==> src/rtl/spi_slave.sv <==
`default_nettype none
// ============================================================================
// Module      : spi_slave
// Description : SPI mode-0 slave. SCLK, SS_N and MOSI are oversampled in
//               the clk domain. MOSI is shifted into a receive register, and
//               a host word is shifted out on MISO. Each completed frame is
//               reported with a one-cycle rx_valid pulse and a bit count.
// Options     : define SPI_SLV_OVERRUN_EN to add the rx_overrun output,
//               which flags frames longer than SPI_MAXLEN bits.
// Revision    : 1.0 - initial release
// ============================================================================
module spi_slave #(
    parameter int SPI_MAXLEN  = 32,
    parameter int SYNC_STAGES = 2
) (
    input  logic                          clk,
    input  logic                          sresetn,
    input  logic                          SCLK,
    input  logic                          SS_N,
    input  logic                          MOSI,
    output logic                          MISO,
    input  logic [SPI_MAXLEN-1:0]         tx_data,
    output logic [SPI_MAXLEN-1:0]         rx_data,
    output logic [$clog2(SPI_MAXLEN):0]   rx_nbits,
    output logic                          rx_valid,
    output logic                          busy
`ifdef SPI_SLV_OVERRUN_EN
    ,
    output logic                          rx_overrun
`endif
);

    localparam int            CW       = $clog2(SPI_MAXLEN) + 1;
    localparam logic [CW-1:0] C_MAXCNT = CW'(SPI_MAXLEN);

    typedef enum logic [0:0] {
        ST_IDLE   = 1'b0,
        ST_ACTIVE = 1'b1
    } state_t;

    state_t                  r_state;
    state_t                  w_state_next;

    logic [SYNC_STAGES-1:0]  r_sclk_sync;
    logic [SYNC_STAGES-1:0]  r_ss_sync;
    logic [SYNC_STAGES-1:0]  r_mosi_sync;
    logic                    r_sclk_d;
    logic                    r_ss_d;
    logic [SYNC_STAGES:0]    r_warm;

    logic                    w_sclk_s;
    logic                    w_ss_s;
    logic                    w_mosi_s;
    logic                    w_sclk_rise;
    logic                    w_sclk_fall;
    logic                    w_ss_fall;
    logic                    w_ss_rise;
    logic                    w_warm;

    logic [SPI_MAXLEN-1:0]   r_tx_shift;
    logic [SPI_MAXLEN-1:0]   r_rx_shift;
    logic [CW-1:0]           r_cnt;
    logic [SPI_MAXLEN-1:0]   w_tx_next;
    logic [SPI_MAXLEN-1:0]   w_rx_next;
    logic [CW-1:0]           w_cnt_next;
    logic                    w_frame_done;
`ifdef SPI_SLV_OVERRUN_EN
    logic                    r_extra;
    logic                    w_extra_next;
`endif

    // Input synchronizers, edge-detect delay flops and post-reset warm-up tracker.
    always_ff @(posedge clk) begin
        if (!sresetn) begin
            r_sclk_sync <= '0;
            r_ss_sync   <= '1;
            r_mosi_sync <= '0;
            r_sclk_d    <= 1'b0;
            r_ss_d      <= 1'b1;
            r_warm      <= '0;
        end else begin
            r_sclk_sync <= {r_sclk_sync[SYNC_STAGES-2:0], SCLK};
            r_ss_sync   <= {r_ss_sync[SYNC_STAGES-2:0], SS_N};
            r_mosi_sync <= {r_mosi_sync[SYNC_STAGES-2:0], MOSI};
            r_sclk_d    <= w_sclk_s;
            r_ss_d      <= w_ss_s;
            r_warm      <= {r_warm[SYNC_STAGES-1:0], 1'b1};
        end
    end

    assign w_sclk_s    = r_sclk_sync[SYNC_STAGES-1];
    assign w_ss_s      = r_ss_sync[SYNC_STAGES-1];
    assign w_mosi_s    = r_mosi_sync[SYNC_STAGES-1];
    assign w_sclk_rise =  w_sclk_s & ~r_sclk_d;
    assign w_sclk_fall = ~w_sclk_s &  r_sclk_d;
    assign w_ss_fall   = ~w_ss_s   &  r_ss_d;
    assign w_ss_rise   =  w_ss_s   & ~r_ss_d;
    // The SS_N edge detector only sees real pin samples once the whole chain
    // has refilled after reset; a select already low during reset would
    // otherwise look like a fresh falling edge and start a bogus frame.
    assign w_warm      = r_warm[SYNC_STAGES];

    // Next-state and shift-register update logic.
    always_comb begin
        w_state_next = r_state;
        w_tx_next    = r_tx_shift;
        w_rx_next    = r_rx_shift;
        w_cnt_next   = r_cnt;
        w_frame_done = 1'b0;
`ifdef SPI_SLV_OVERRUN_EN
        w_extra_next = r_extra;
`endif
        case (r_state)
            ST_IDLE: begin
                if (w_ss_fall && w_warm) begin
                    w_state_next = ST_ACTIVE;
                    w_tx_next    = tx_data;
                    w_rx_next    = '0;
                    w_cnt_next   = '0;
`ifdef SPI_SLV_OVERRUN_EN
                    w_extra_next = 1'b0;
`endif
                end
            end
            ST_ACTIVE: begin
                if (w_sclk_rise) begin
                    w_rx_next = {r_rx_shift[SPI_MAXLEN-2:0], w_mosi_s};
                    if (r_cnt != C_MAXCNT) begin
                        w_cnt_next = r_cnt + CW'(1);
                    end
                end
`ifdef SPI_SLV_OVERRUN_EN
                if (w_sclk_rise && (r_cnt == C_MAXCNT)) begin
                    w_extra_next = 1'b1;
                end
`endif
                if (w_sclk_fall) begin
                    w_tx_next = {r_tx_shift[SPI_MAXLEN-2:0], 1'b0};
                end
                // The latch uses the post-shift values so a final SCLK rise
                // coinciding with SS_N rise is still counted.
                if (w_ss_rise) begin
                    w_state_next = ST_IDLE;
                    w_frame_done = 1'b1;
                end
            end
            default: begin
                w_state_next = ST_IDLE;
            end
        endcase
    end

    // State, datapath and registered outputs.
    always_ff @(posedge clk) begin
        if (!sresetn) begin
            r_state    <= ST_IDLE;
            r_tx_shift <= '0;
            r_rx_shift <= '0;
            r_cnt      <= '0;
            MISO       <= 1'b0;
            rx_data    <= '0;
            rx_nbits   <= '0;
            rx_valid   <= 1'b0;
            busy       <= 1'b0;
`ifdef SPI_SLV_OVERRUN_EN
            r_extra    <= 1'b0;
            rx_overrun <= 1'b0;
`endif
        end else begin
            r_state    <= w_state_next;
            r_tx_shift <= w_tx_next;
            r_rx_shift <= w_rx_next;
            r_cnt      <= w_cnt_next;
            busy       <= (w_state_next == ST_ACTIVE);
            MISO       <= (w_state_next == ST_ACTIVE) ? w_tx_next[SPI_MAXLEN-1] : 1'b0;
            rx_valid   <= w_frame_done;
`ifdef SPI_SLV_OVERRUN_EN
            r_extra    <= w_extra_next;
`endif
            if (w_frame_done) begin
                rx_data  <= w_rx_next;
                rx_nbits <= w_cnt_next;
`ifdef SPI_SLV_OVERRUN_EN
                rx_overrun <= w_extra_next;
`endif
            end
        end
    end

endmodule
`default_nettype wire
==> config.mk <==
export PLATFORM = sky130hd
export DESIGN_NAME = spi_slave
export DESIGN_NICKNAME = d
export VERILOG_FILES = /design/src/rtl/spi_slave.sv
export SDC_FILE = /design/constraint.sdc
export NUM_CORES = 1
export LEC_CHECK = 0
export BUFFER_PORTS_ARGS = -buffer_cell sky130_fd_sc_hd__buf_4
export CAP_MARGIN = 25
export CORE_MARGIN = 1.5
export CORE_UTILIZATION = 55
export CTS_BUF_LIST = sky130_fd_sc_hd__clkbuf_4
export DETAILED_ROUTE_END_ITERATION = 6
export PLACE_DENSITY = 0.9
export SKIP_LAST_GASP = 1
export SLEW_MARGIN = 20
export SYNTH_ARGS = -nofsm -noshare
export SYNTH_HDL_FRONTEND = slang
export SYNTH_SLANG_ARGS = --single-unit
==> constraint.sdc <==
create_clock -name clk -period 2.1 [get_ports clk]
set_clock_uncertainty 0.2 [all_clocks]
set_input_delay 0.21 -clock clk [delete_from_list [all_inputs] [get_ports clk]]
set_output_delay 0.21 -clock clk [all_outputs]
set_load 0.02 [all_outputs]
==> results.md, run 1 <==
Critical path:
- On the critical path, the stage with the largest delay is an instance of sky130_fd_sc_hd__and3b_1.
- The required time reported for the critical path endpoint is 2.33 ns.
- The path type of the worst setup path is flop to flop.
- The critical path goes through and3b_1 -> buf_4 -> a22oi_1 -> nor2b_1.
- The number of buffer and inverter stages on the critical path is 1.
- In this design, the stage delay of the slowest critical-path cell is 0.48 ns.
- The critical path capture point type is a flop.
- The cell family contributing the most delay on the critical path is simple AND/OR/NAND/NOR gates.
- The endpoint of the lowest-slack register-to-register path is r_rx_shift[21].
- The reg-to-reg critical path startpoint is r_state.
- The largest fanout of any net on the critical path is 22.
- The number of cells on the worst reg-to-reg path is 4.
- The worst-case register-to-register setup slack is 0.21 ns.
- STA classifies the critical path startpoint as a flop.
- The arrival time of the worst setup path is 2.12 ns.

Drt:
- The routed wire length on met2 is 5300 um.
- The post-detailed-route DRC marker count is 0.
- The vias per cell is 5.42.
- The first detailed-routing pass took 4 iterations.
- The detail route stage leaves a number of antenna-violating nets equal to 0.
- The detailed router finished its first iteration with 162 violations.
- The uppermost layer routed is met4.
- Detailed routing inserted a total of 3726 vias.
- The total routed wire length on the met1 layer is 4200 um.
- Dividing the detail-routed wire length by the instance count gives 14.8 um.
- The wire length on met3 is 468 um.
- Summed over all layers, the routed wires come to 10200 um.

Clock network:
- The clock input transition at the sequential cells of the worst setup and hold paths is 0.10 ns.
- Buffers added to address setup during post-CTS repair amount to 0.
- The clock sink total is 122.
- The CTS tree is done.
- For the worst-skew pair, the clock arrives at the later sink with an insertion delay of 0.49 ns.
- The H-tree generated during clock tree synthesis spans 4 levels.
- The maximum clock path buffer count is 2.
- In this run, post-CTS hold repair placed 37 buffers.
- The cell at the root of the clock tree is sky130_fd_sc_hd__clkbuf_4.
- The clock buffer count from CTS is 17.
- In this run, post-CTS repair resized a total of 0 instances.

Power and ir drop:
- Cell internal power was estimated by the tool at 3140 uW.
- The relative contribution of the clock network to total power is 37.1%.
- The switching share of power is 21.7%.
- The worst voltage drop across the vdd grid is 0.000644 V.
- Power spread over the standard cell area amounts to 694 nW/um^2.
- The design draws 4020 uW.
- In this run the power spent charging and discharging nets is 872 uW.
- The part of the total power dissipated in combinational logic is 4.8%.
- Of the total power, registers draw 58.1%.
- In this run the static leakage power is 0.00215 uW.

Die:
- In this run the count of I/O pins placed on the die edge is 78.
- Once the floorplan was initialized, standard cells occupied 56.3% of the core.
- The die is 94.5 um wide.
- The die covers 8930 um^2.
- The die span in y is 94.5 um.
- The number of rows in the core area is 33.
- The floorplan core area is 8180 um^2.

Cells and area:
- The post-layout net count is 612.
- Cells with a size suffix above 1 make up 21.6% of the layout.
- Relative to the synthesized area, the layout overhead comes to 25.7%.
- In the layout the commonest cells are 122 x sky130_fd_sc_hd__dfxtp_1, 86 x sky130_fd_sc_hd__buf_4, 77 x sky130_fd_sc_hd__nand2_1, 53 x sky130_fd_sc_hd__a22oi_1, 38 x sky130_fd_sc_hd__nor2b_1.
- The most common library cell in the layout ignoring fill and taps is sky130_fd_sc_hd__dfxtp_1.
- The antenna diode count is 0.

Logic synthesis:
- The count of unique library cells instantiated by Yosys is 38.
- The mapped netlist covers 4600 um^2.
- By area the synthesized netlist is led by sky130_fd_sc_hd__dfxtp_1 53%, sky130_fd_sc_hd__a22oi_1 8.6%, sky130_fd_sc_hd__nand2_1 6.3%, sky130_fd_sc_hd__nor2b_1 5.2%, sky130_fd_sc_hd__a21boi_1 4.9%.
- The most used flip-flop cell after synthesis is sky130_fd_sc_hd__dfxtp_1.
- Counting flops with a built-in enable in the synthesized netlist gives 0.
- For this run, asynchronously set or reset flops after synthesis account for 0%.
- After synthesis the netlist holds a flip-flop and latch count of 122.
- The cell type contributing the most total cell area after synthesis is sky130_fd_sc_hd__dfxtp_1.
- The average instance area after synthesis is 9.86 um^2.
- The number of nets in the synthesized netlist is 506.
- Synthesis produced a netlist whose cell count is 467.
- The synthesis warning total is 0.
- The sequential share of the synthesized area is 53.0%.
- The share of Yosys cell area claimed by the top area cell type is 53.0%.

Job:
- Across the run, the number of max-cap violations was 0.

Timing:
- The number of hold violations in the final report came to 0.
- The setup total negative slack is 0 ns.
- Measured against its own limit, the worst slew margin works out to 63.8%.
- Setup repair after global routing left no endpoint under its margin.
- The transition time at the pin with the least slew margin is 0.542 ns.
- The share of the clock period used by the worst path after layout is 90.0%.
- The total count of max-transition violations in the final report is 0.
- Counting I/O delays and the setup requirement, the final critical path takes 1.89 ns.
- The setup violation total in the final timing report is 0.
- Based on the critical path, the design can be clocked at up to 529 MHz.

GRT:
- The total routing resource utilization after global routing is 23.9%.
- The number of global-route vias before repair is 3680.
- Global routing finished with a remaining overflow of 0.
- The initial antenna violation count was 0.
- The first global-routing pass estimated 16500 um of wire.
- The pin count of the biggest net entering global routing is 61.

Hold path:
- The worst hold path cell count is 1.
- The worst hold path endpoint is r_ss_sync[1].
- The class of the most critical hold timing path is flop to flop.
- The start point of the worst hold path is r_ss_sync[0].

Placement:
- Port buffering added 77 buffers.
- The wire-length estimate of the detail-placed layout is 6350 um.
- The placer congestion estimate is 0.803.

Status:
- The run finished with clean final reports.
## cells in the mapped netlist (2+ instances only)
cell type and n:
sky130_fd_sc_hd__mux2i_1 4, sky130_fd_sc_hd__nor2_1 5, sky130_fd_sc_hd__inv_1 4, sky130_fd_sc_hd__o21ai_0 8, sky130_fd_sc_hd__buf_2 11, sky130_fd_sc_hd__buf_6 10
sky130_fd_sc_hd__and2_1 8, sky130_fd_sc_hd__o31a_1 2, sky130_fd_sc_hd__clkbuf_1 14, sky130_fd_sc_hd__nor2b_1 38, sky130_fd_sc_hd__a22oi_2 10, sky130_fd_sc_hd__and3b_1 4
sky130_fd_sc_hd__nand2_1 77, sky130_fd_sc_hd__dfxtp_1 122, sky130_fd_sc_hd__nand2b_1 4, sky130_fd_sc_hd__ha_1 2, sky130_fd_sc_hd__a21boi_1 30, sky130_fd_sc_hd__o21a_1 4
sky130_fd_sc_hd__a21oi_1 2, sky130_fd_sc_hd__nand3b_1 3, sky130_fd_sc_hd__a22oi_1 53, sky130_fd_sc_hd__o21ai_1 34, sky130_fd_sc_hd__nand4b_1 2, sky130_fd_sc_hd__nor2_8 2
## state kept, by name (all words and copies together) (netlist names)
signal / count
r_rx_shift: 32
r_tx_shift: 32
rx_data: 32
r_cnt: 6
rx_nbits: 6
r_warm: 3
r_mosi_sync: 2
r_sclk_sync: 2
r_ss_sync: 2
MISO: 1
r_sclk_d: 1
r_ss_d: 1
r_state: 1
rx_valid: 1
## final cells by class
class | instances | area [um^2]
Clock inverter | 10 | 105
Inverter | 4 | 15.0
Timing Repair Buffer | 124 | 1040
Sequential cell | 122 | 2440
Tap cell | 105 | 131
Fill cell | 609 | 2390
Clock buffer | 19 | 143
Multi-Input combinational cell | 304 | 1920
## through the flow
step | std cells | utilization [%] | area [um^2] | setup WS [ns] | hold WS (ns)
2_1_floorplan | 467 | - | 4600 | 0.531 | 0.0377
3_3_place_gp | 622 | 63.2 | 5170 | 0.276 | 0.198
3_5_place_dp | 622 | 63.2 | 5170 | 0.212 | 0.199
4_1_cts | 688 | 70.8 | 5790 | 0.195 | 0.208
5_1_grt | 688 | 70.8 | 5790 | 0.0292 | 0.248
6_report | 688 | 70.8 | 5790 | 0.209 | 0.232
## metal layers
layer,vias up,GRT usage (%)
met1,1770,26.1
li1,1840,-
met4,0,10.6
met3,21,6.84
met2,95,42.9
met5,-,0
## how the worst max path moves through the flow
stage,start,end,slack (ns),cells after the start
floorplan,r_cnt[0],r_cnt[1],0.53,6
finish,r_state,r_rx_shift[21],0.21,4
detailed placement,r_state,rx_data[30],0.21,4
global route,r_state,rx_data[0],0.03,4
CTS,r_state,rx_data[30],0.20,4
global placement,r_state,rx_data[30],0.28,4
## logic make-up after synthesis
family	count (synthesis)	synth area share (%)
and+or+nand+nor	149	17.0
AOI/OAI and AO/OA	148	23.0
DFF	122	53.0
buffers and inverters	41	5.35
muxes	4	0.870
adders and majority gates	2	0.543
xor gates and xnor gates	1	0.190
## power groups by stage
stage | clock [uW] | combinational, uW | sequential (uW)
global route | 1620 | 206 | 2340
CTS | 1530 | 189 | 2330
finish | 1490 | 193 | 2330
floorplan | 0 | 70.1 | 2380
detailed placement | 0 | 135 | 2390
global placement | 0 | 133 | 2390
Note: power is estimated with default switching activity, not from simulation.
==> run 2, diff against run 1 <==
--- a/config.mk
+++ b/config.mk
@@ -7,11 +7,14 @@
 export LEC_CHECK = 0
 export BUFFER_PORTS_ARGS = -buffer_cell sky130_fd_sc_hd__buf_4
 export CAP_MARGIN = 25
+export CELL_PAD_IN_SITES_DETAIL_PLACEMENT = 1
+export CELL_PAD_IN_SITES_GLOBAL_PLACEMENT = 1
+export CORE_ASPECT_RATIO = 2
 export CORE_MARGIN = 1.5
-export CORE_UTILIZATION = 55
+export CORE_UTILIZATION = 44
 export CTS_BUF_LIST = sky130_fd_sc_hd__clkbuf_4
 export DETAILED_ROUTE_END_ITERATION = 6
-export PLACE_DENSITY = 0.9
+export PLACE_DENSITY = 0.93
 export SKIP_LAST_GASP = 1
 export SLEW_MARGIN = 20
 export SYNTH_ARGS = -nofsm -noshare
==> results.md, run 2 (same netlist as run 1, synthesis figures left out) <==
Status:
- The flow ran to the end, and the final reports show no timing, DRC or antenna violations.

Critical path:
- The critical path capture point type is a flop.
- The critical path is of the flop to flop type.
- The startpoint type of the worst setup path is a flop.
- At the worst endpoint, the arrival time is 2.28 ns.
- Data on the critical path is required at its endpoint by 2.32 ns.
- Along the worst path, the maximum fanout reaches 31.

Die:
- The total I/O pin count is 78.
- The initial utilization of the core area, before any placement, comes to 45.4%.
- The floorplan step set the die height to 148 um.
- The total area inside the core boundary comes to 10100 um^2.
- The horizontal die dimension is 75.3 um.
- The floorplan step defined a die boundary enclosing 11100 um^2.
- The floorplan has 52 rows.

Timing:
- The clock period could shrink to 2.06 ns.
- Setup slack closes at 0.0399 ns.
- At the pin with the least slew margin, the transition time is 0.536 ns.
- Static timing analysis puts the maximum clock frequency at 485 MHz.
- In the final timing run, aggregate negative setup slack is 0 ns.
- The worst-case headroom to the max-slew limit is 64.2%.
- The number of hold violations in the final report is 0.
- The share of the clock period used by the worst path after layout is 98.1%.
- Setup repair after global routing could not meet its margin everywhere.
- The setup violation total in the final timing report is 0.
- The total count of max-transition violations in the final report is 0.

GRT:
- The pin count of the biggest net entering global routing is 48.
- Summed over all layers, the global routing overflow is 0.
- The number of global-route vias before repair was 4210.
- The first global-routing pass estimated 19400 um of wire.
- Across every metal layer, demand over resource in global routing totals 22.9%.
- The initial antenna violation count is 1.

Clock network:
- Counting every sink on the clock net gives 122.
- The CTS tree is done.
- The cell at the root of the clock tree is sky130_fd_sc_hd__clkbuf_4.
- The maximum clock path buffer count is 2.
- The later pin in the worst-skew pair is clocked with a latency of 0.50 ns.
- CTS built an H-tree with a depth of 4.
- The clock buffer count from CTS is 17.
- The clock input transition at the sequential cells of the worst setup and hold paths is 0.11 ns.
- Post-CTS timing repair inserted 0 buffers for setup.

Drt:
- After detailed routing, the number of vias per cell comes to 5.36.
- The number of optimization iterations in the first detailed-route pass is 5.
- After the first detailed-routing iteration, the DRC count stood at 143.
- The routed length per placed instance is 17.0 um.
- Across all layers, the routed design uses 3856 vias.
- The post-detailed-route DRC marker count is 0.
- The total wire length is 12300 um.
- The count of nets left with antenna violations after detail routing is 0.

Power and ir drop:
- The internal power is 3150 uW.
- Of the total power, registers draw 57.3%.
- The clock network is responsible for 37.9% of the overall power.
- In this run the power density over the cells is 697 nW/um^2.
- For this design the total switching power over the nets is 927 uW.
- The worst voltage drop across the vdd grid is 0.000582 V.
- The part of the total power dissipated in combinational logic is 4.8%.
- In this run switching power makes up 22.8% of total power.
- For this design the static power due to leakage is 0.00215 uW.

Placement:
- The worst slack at placement is 0.149 ns.
- Once detailed placement completed, the half-perimeter wirelength came to 7640 um.
- At the end of routability-driven placement, the weighted congestion stood at 0.805.
- The total placed cells including tap cells is 650.
- The count of port buffers added during placement is 77.

Cells and area:
- The fraction of layout instances using a drive strength above 1 is 21.7%.
- In the final layout, the registers with the most flip-flops are r_rx_shift: 32 flops, r_tx_shift: 32 flops, rx_data: 32 flops.
- From synthesis to final layout, the design area changed by 26.9%.
- Leaving out fill and tap cells, the most frequent cell in the layout is sky130_fd_sc_hd__dfxtp_1.
- After the last flow step, the layout net total stands at 611.
- In the layout the commonest cells are 122 x sky130_fd_sc_hd__dfxtp_1, 84 x sky130_fd_sc_hd__buf_4, 77 x sky130_fd_sc_hd__nand2_1, 53 x sky130_fd_sc_hd__a22oi_1, 38 x sky130_fd_sc_hd__nor2b_1.
- Once layout is complete, the cells apart from fillers number 720.

Job:
- The reported max-cap violation count is 0.

Hold path:
- The class of the most critical hold timing path is flop to flop.
run 2: changes by cell type in the layout (fill, tap and decap cells not counted), sizes merged:
cell	before	now
clkinv	5	8
buf	87	85
clkbuf	19	18
diode	0	1
nor2	7	8
run 2: what timing repair did:
item                                   in CTS  in global routing
hold buffers                               37                  0
setup endpoints to repair                   0                  3
endpoints found under the hold margin      38                  0
gates resized for setup                     0                  1
run 2: layer usage:
metal	part of all wire, %	vias to the layer above	track usage (%)
met3	3.3	33	5.86
met5	0	-	0
met2	56	97	42.2
met4	3.0	0	10.6
met1	37	1885	22.7
li1	-	1841	-
run 2: path summary, 6_finish.rpt:
| check | startpoint | end | slack, ns | cells after the start |
|---|---|---|---|---|
| setup / recovery | r_ss_sync[1] | r_tx_shift[16] | 0.04 | 4 |
| hold / removal | r_ss_sync[0] | r_ss_sync[1] | 0.23 | 1 |
| setup reg to reg | r_ss_sync[1] | r_tx_shift[16] | 0.04 | 4 |
| hold reg to reg | r_ss_sync[0] | r_ss_sync[1] | 0.23 | 1 |
run 2: final cells by class:
type | count | area, um^2
diodes | 1 | 2.50
clock buffers | 18 | 135
clock inverters | 13 | 130
fillers | 1133 | 4310
inverters | 4 | 15.0
multi-input cells | 305 | 1930
flip-flops and latches | 122 | 2440
well taps | 135 | 169
repair buffers | 122 | 1020
run 2: power by group through the flow:
stage	clock network (uW)	registers (uW)	logic, uW
floorplan	0	2380	70.1
global placement	0	2390	134
detailed placement	0	2390	136
CTS	1590	2330	191
global route	1710	2340	210
finish	1540	2330	195
run 2: critical path: stages (launching register included):
cell,delay [ns]
sky130_fd_sc_hd__dfxtp_1,0.35
sky130_fd_sc_hd__and4bb_1,0.63
sky130_fd_sc_hd__buf_4,0.42
sky130_fd_sc_hd__a22oi_1,0.16
sky130_fd_sc_hd__a21boi_1,0.22
run 2: per-stage QoR:
stage / hold WS (ns) / utilization [%] / area [um^2] / power, uW
final: 0.229 / 57.6 / 5840 / 4070
after global routing: 0.247 / 57.6 / 5840 / 4250
after CTS: 0.223 / 57.4 / 5830 / 4120
after detailed placement: 0.213 / 51.2 / 5190 / 2520
after global placement: 0.200 / 51.2 / 5190 / 2520
after floorplan: 0.0377 / - / 4600 / 2450
==> run 3, diff against run 2 <==
--- a/config.mk
+++ b/config.mk
@@ -15,6 +15,7 @@
 export CTS_BUF_LIST = sky130_fd_sc_hd__clkbuf_4
 export DETAILED_ROUTE_END_ITERATION = 6
 export PLACE_DENSITY = 0.93
+export SETUP_SLACK_MARGIN = 0.15
 export SKIP_LAST_GASP = 1
 export SLEW_MARGIN = 20
 export SYNTH_ARGS = -nofsm -noshare
==> results.md, run 3 (same netlist as run 1, synthesis figures left out) <==
Placement:
- The placed instances occupy a cell area of 5190 um^2.
- After legalization and detailed placement, the total HPWL measured 7640 um.
- At the placement stage, the worst setup path has a slack of 0.149 ns.
- The placer congestion estimate is 0.805.
- In this run the tool buffered the top-level ports with 77 buffer cells.

Die:
- The number of rows in the core area is 52.
- The floorplan core area is 10100 um^2.
- The total die area is 11100 um^2.
- Measured along the x axis, the die boundary spans 75.3 um.
- The effective utilization at floorplan is 45.4%.
- The total I/O pin count is 78.
- The die span in y is 148 um.

Drt:
- The wire length on met3 is 403 um.
- The total routed wire length on the met1 layer is 4620 um.
- The count of nets left with antenna violations after detail routing is 0.
- Using the TritonRoute via totals, the vias-per-cell ratio works out to 5.35.
- The routed design has 12500 um of wire.
- The vias after detailed routing is 3874.
- The routed wire length on met2 is 7160 um.
- The number of DRC violations after detailed-routing iteration 0 is 159.
- The first detailed-routing pass took 4 iterations.
- After detailed routing, the average wire length per cell comes to 17.2 um.
- The uppermost layer routed is met4.
- The post-detailed-route DRC marker count is 0.

GRT:
- The initial antenna violation count is 1.
- The number of global-route vias before repair is 4268.
- The first global-routing pass estimated 19700 um of wire.
- Global routing used 23.2% of the available tracks.
- The remaining global-route overflow is 0.
- Entering global routing, the biggest net connects 48 pins.

Timing:
- The setup total negative slack is 0 ns.
- The maximum achievable frequency is 541 MHz.
- The total count of max-transition violations in the final report is 0.
- The worst-case headroom to the max-slew limit is 70.2%.
- For the pin with the worst max-slew slack, the measured transition is 0.447 ns.
- Setup slack on the critical path of the routed design comes to 0.252 ns.
- The share of the clock period used by the worst path after layout is 88.0%.
- The number of hold violations in the final report is 0.
- Setup repair after global routing left no endpoint under its margin.
- Setup violations remaining at the end of the flow were counted as 0.
- The clock period minus worst slack is 1.85 ns.
- Hold timing on the final database bottoms out at a slack of 0.252 ns.

Critical path:
- The startpoint type of the worst setup path is a flop.
- For this run, the slowest stage of the critical path takes 0.41 ns.
- In this run the worst path has a maximum fanout of 30.
- The setup path with the least slack is of type flop to flop.
- The cell with the biggest individual delay on the critical path is sky130_fd_sc_hd__dfxtp_1.
- The signal on the critical path passes through buf_4 -> and3b_2 -> buf_6 -> a22oi_1 -> a21boi_1.
- The worst setup path is captured at a flop.
- Data arrives at the worst endpoint at 2.06 ns.
- The required time reported for the critical path endpoint is 2.31 ns.

Cells and area:
- The final standard cell area without fillers is 5880 um^2.
- In the final layout, the registers with the most flip-flops are r_rx_shift: 32 flops, r_tx_shift: 32 flops, rx_data: 32 flops.
- The relative area change from synthesis to final layout is 27.7%.
- The most common library cell in the layout ignoring fill and taps is sky130_fd_sc_hd__dfxtp_1.
- The post-layout net count is 615.
- The fraction of layout instances using a drive strength above 1 is 22.6%.
- In the layout the commonest cells are 122 x sky130_fd_sc_hd__dfxtp_1, 86 x sky130_fd_sc_hd__buf_4, 77 x sky130_fd_sc_hd__nand2_1, 53 x sky130_fd_sc_hd__a22oi_1, 38 x sky130_fd_sc_hd__nor2b_1.

Power and ir drop:
- The internal portion of the total power is 3150 uW.
- The share of power burned in registers is 57.3%.
- Combinational logic burns 4.8% of the power.
- Dividing total power by cell area gives a power density of 693 nW/um^2.
- The relative contribution of the clock network to total power is 37.9%.
- The analysis attributes to cell leakage a power of 0.00216 uW.
- VDD sags by at most 0.000582 V.
- The completed layout was analyzed and its total power is 4080 uW.
- Net switching is 22.8% of the power.
- For this design the total switching power over the nets is 927 uW.

Clock network:
- The clock buffer count from CTS is 17.
- After clock tree synthesis, the clock-pin slew on the worst setup and hold paths is 0.11 ns.
- The H-tree was split into 4 levels.
- Clock latency on the worst-skew pair, taken at its later pin, is 0.49 ns.
- The cell sitting at the root of the clock tree is a sky130_fd_sc_hd__clkbuf_4.
- For this design, the sink count on the clock tree is 122.
- The CTS tree is done.
- The clock passes through at most 2 buffers.

Status:
- The flow ran to the end, and the final reports show no timing, DRC or antenna violations.

Hold path:
- The tightest min-delay check is of the flop to flop type.

Job:
- Across the run, the number of max-cap violations was 0.
[run 3: repair_timing]
item,CTS,global route
hold endpoints to repair,38,0
setup endpoints to repair,14,40
hold buffers,37,0
gates resized for setup,2,3
cloned,1,0
buffers inserted,0,4
pin swaps,1,1
[run 3: power groups by stage]
| stage | combinational [uW] | clock, uW | sequential (uW) |
|---|---|---|---|
| CTS | 192 | 1590 | 2330 |
| detailed placement | 136 | 0 | 2390 |
| global route | 212 | 1700 | 2340 |
| global placement | 134 | 0 | 2390 |
| finish | 197 | 1540 | 2330 |
| floorplan | 70.1 | 0 | 2380 |
[run 3: final cells by class]
cell class                 count  area (um^2)
fill                        1135         4270
sequential                   122         2440
multi-input combinational    305         1930
timing repair buffer         126         1060
tap                          135          169
clock buffer                  18          135
clock inverter                13          130
inverter                       4         15.0
antenna                        1         2.50
[run 3: worst paths after layout]
path | startpoint | to | slack, ns | cells after the start
max | r_state | r_tx_shift[16] | 0.25 | 5
min | r_mosi_sync[0] | r_mosi_sync[1] | 0.25 | 1
max reg2reg | r_state | r_tx_shift[16] | 0.25 | 5
min reg2reg | r_mosi_sync[0] | r_mosi_sync[1] | 0.25 | 1
[run 3: per-stage QoR]
step / utilization (%) / instances
floorplan: - / 467
global placement: 51.2 / 650
detailed placement: 51.2 / 650
CTS: 57.5 / 719
global route: 58.0 / 724
finish: 58.0 / 724
[run 3: layer usage]
| layer | vias up | track usage [%] |
|---|---|---|
| met1 | 1898 | 23.1 |
| li1 | 1849 | - |
| met3 | 26 | 5.11 |
| met4 | 0 | 12.1 |
| met5 | - | 0 |
| met2 | 101 | 42.5 |
[run 3: critical path: cells and delay by family, from the launching register on]
family,cells,cell delay (ns)
AOI/OAI and AO/OA,2,0.33
buffers and inverters,2,0.52
DFF,1,0.41
and+or+nand+nor,1,0.31
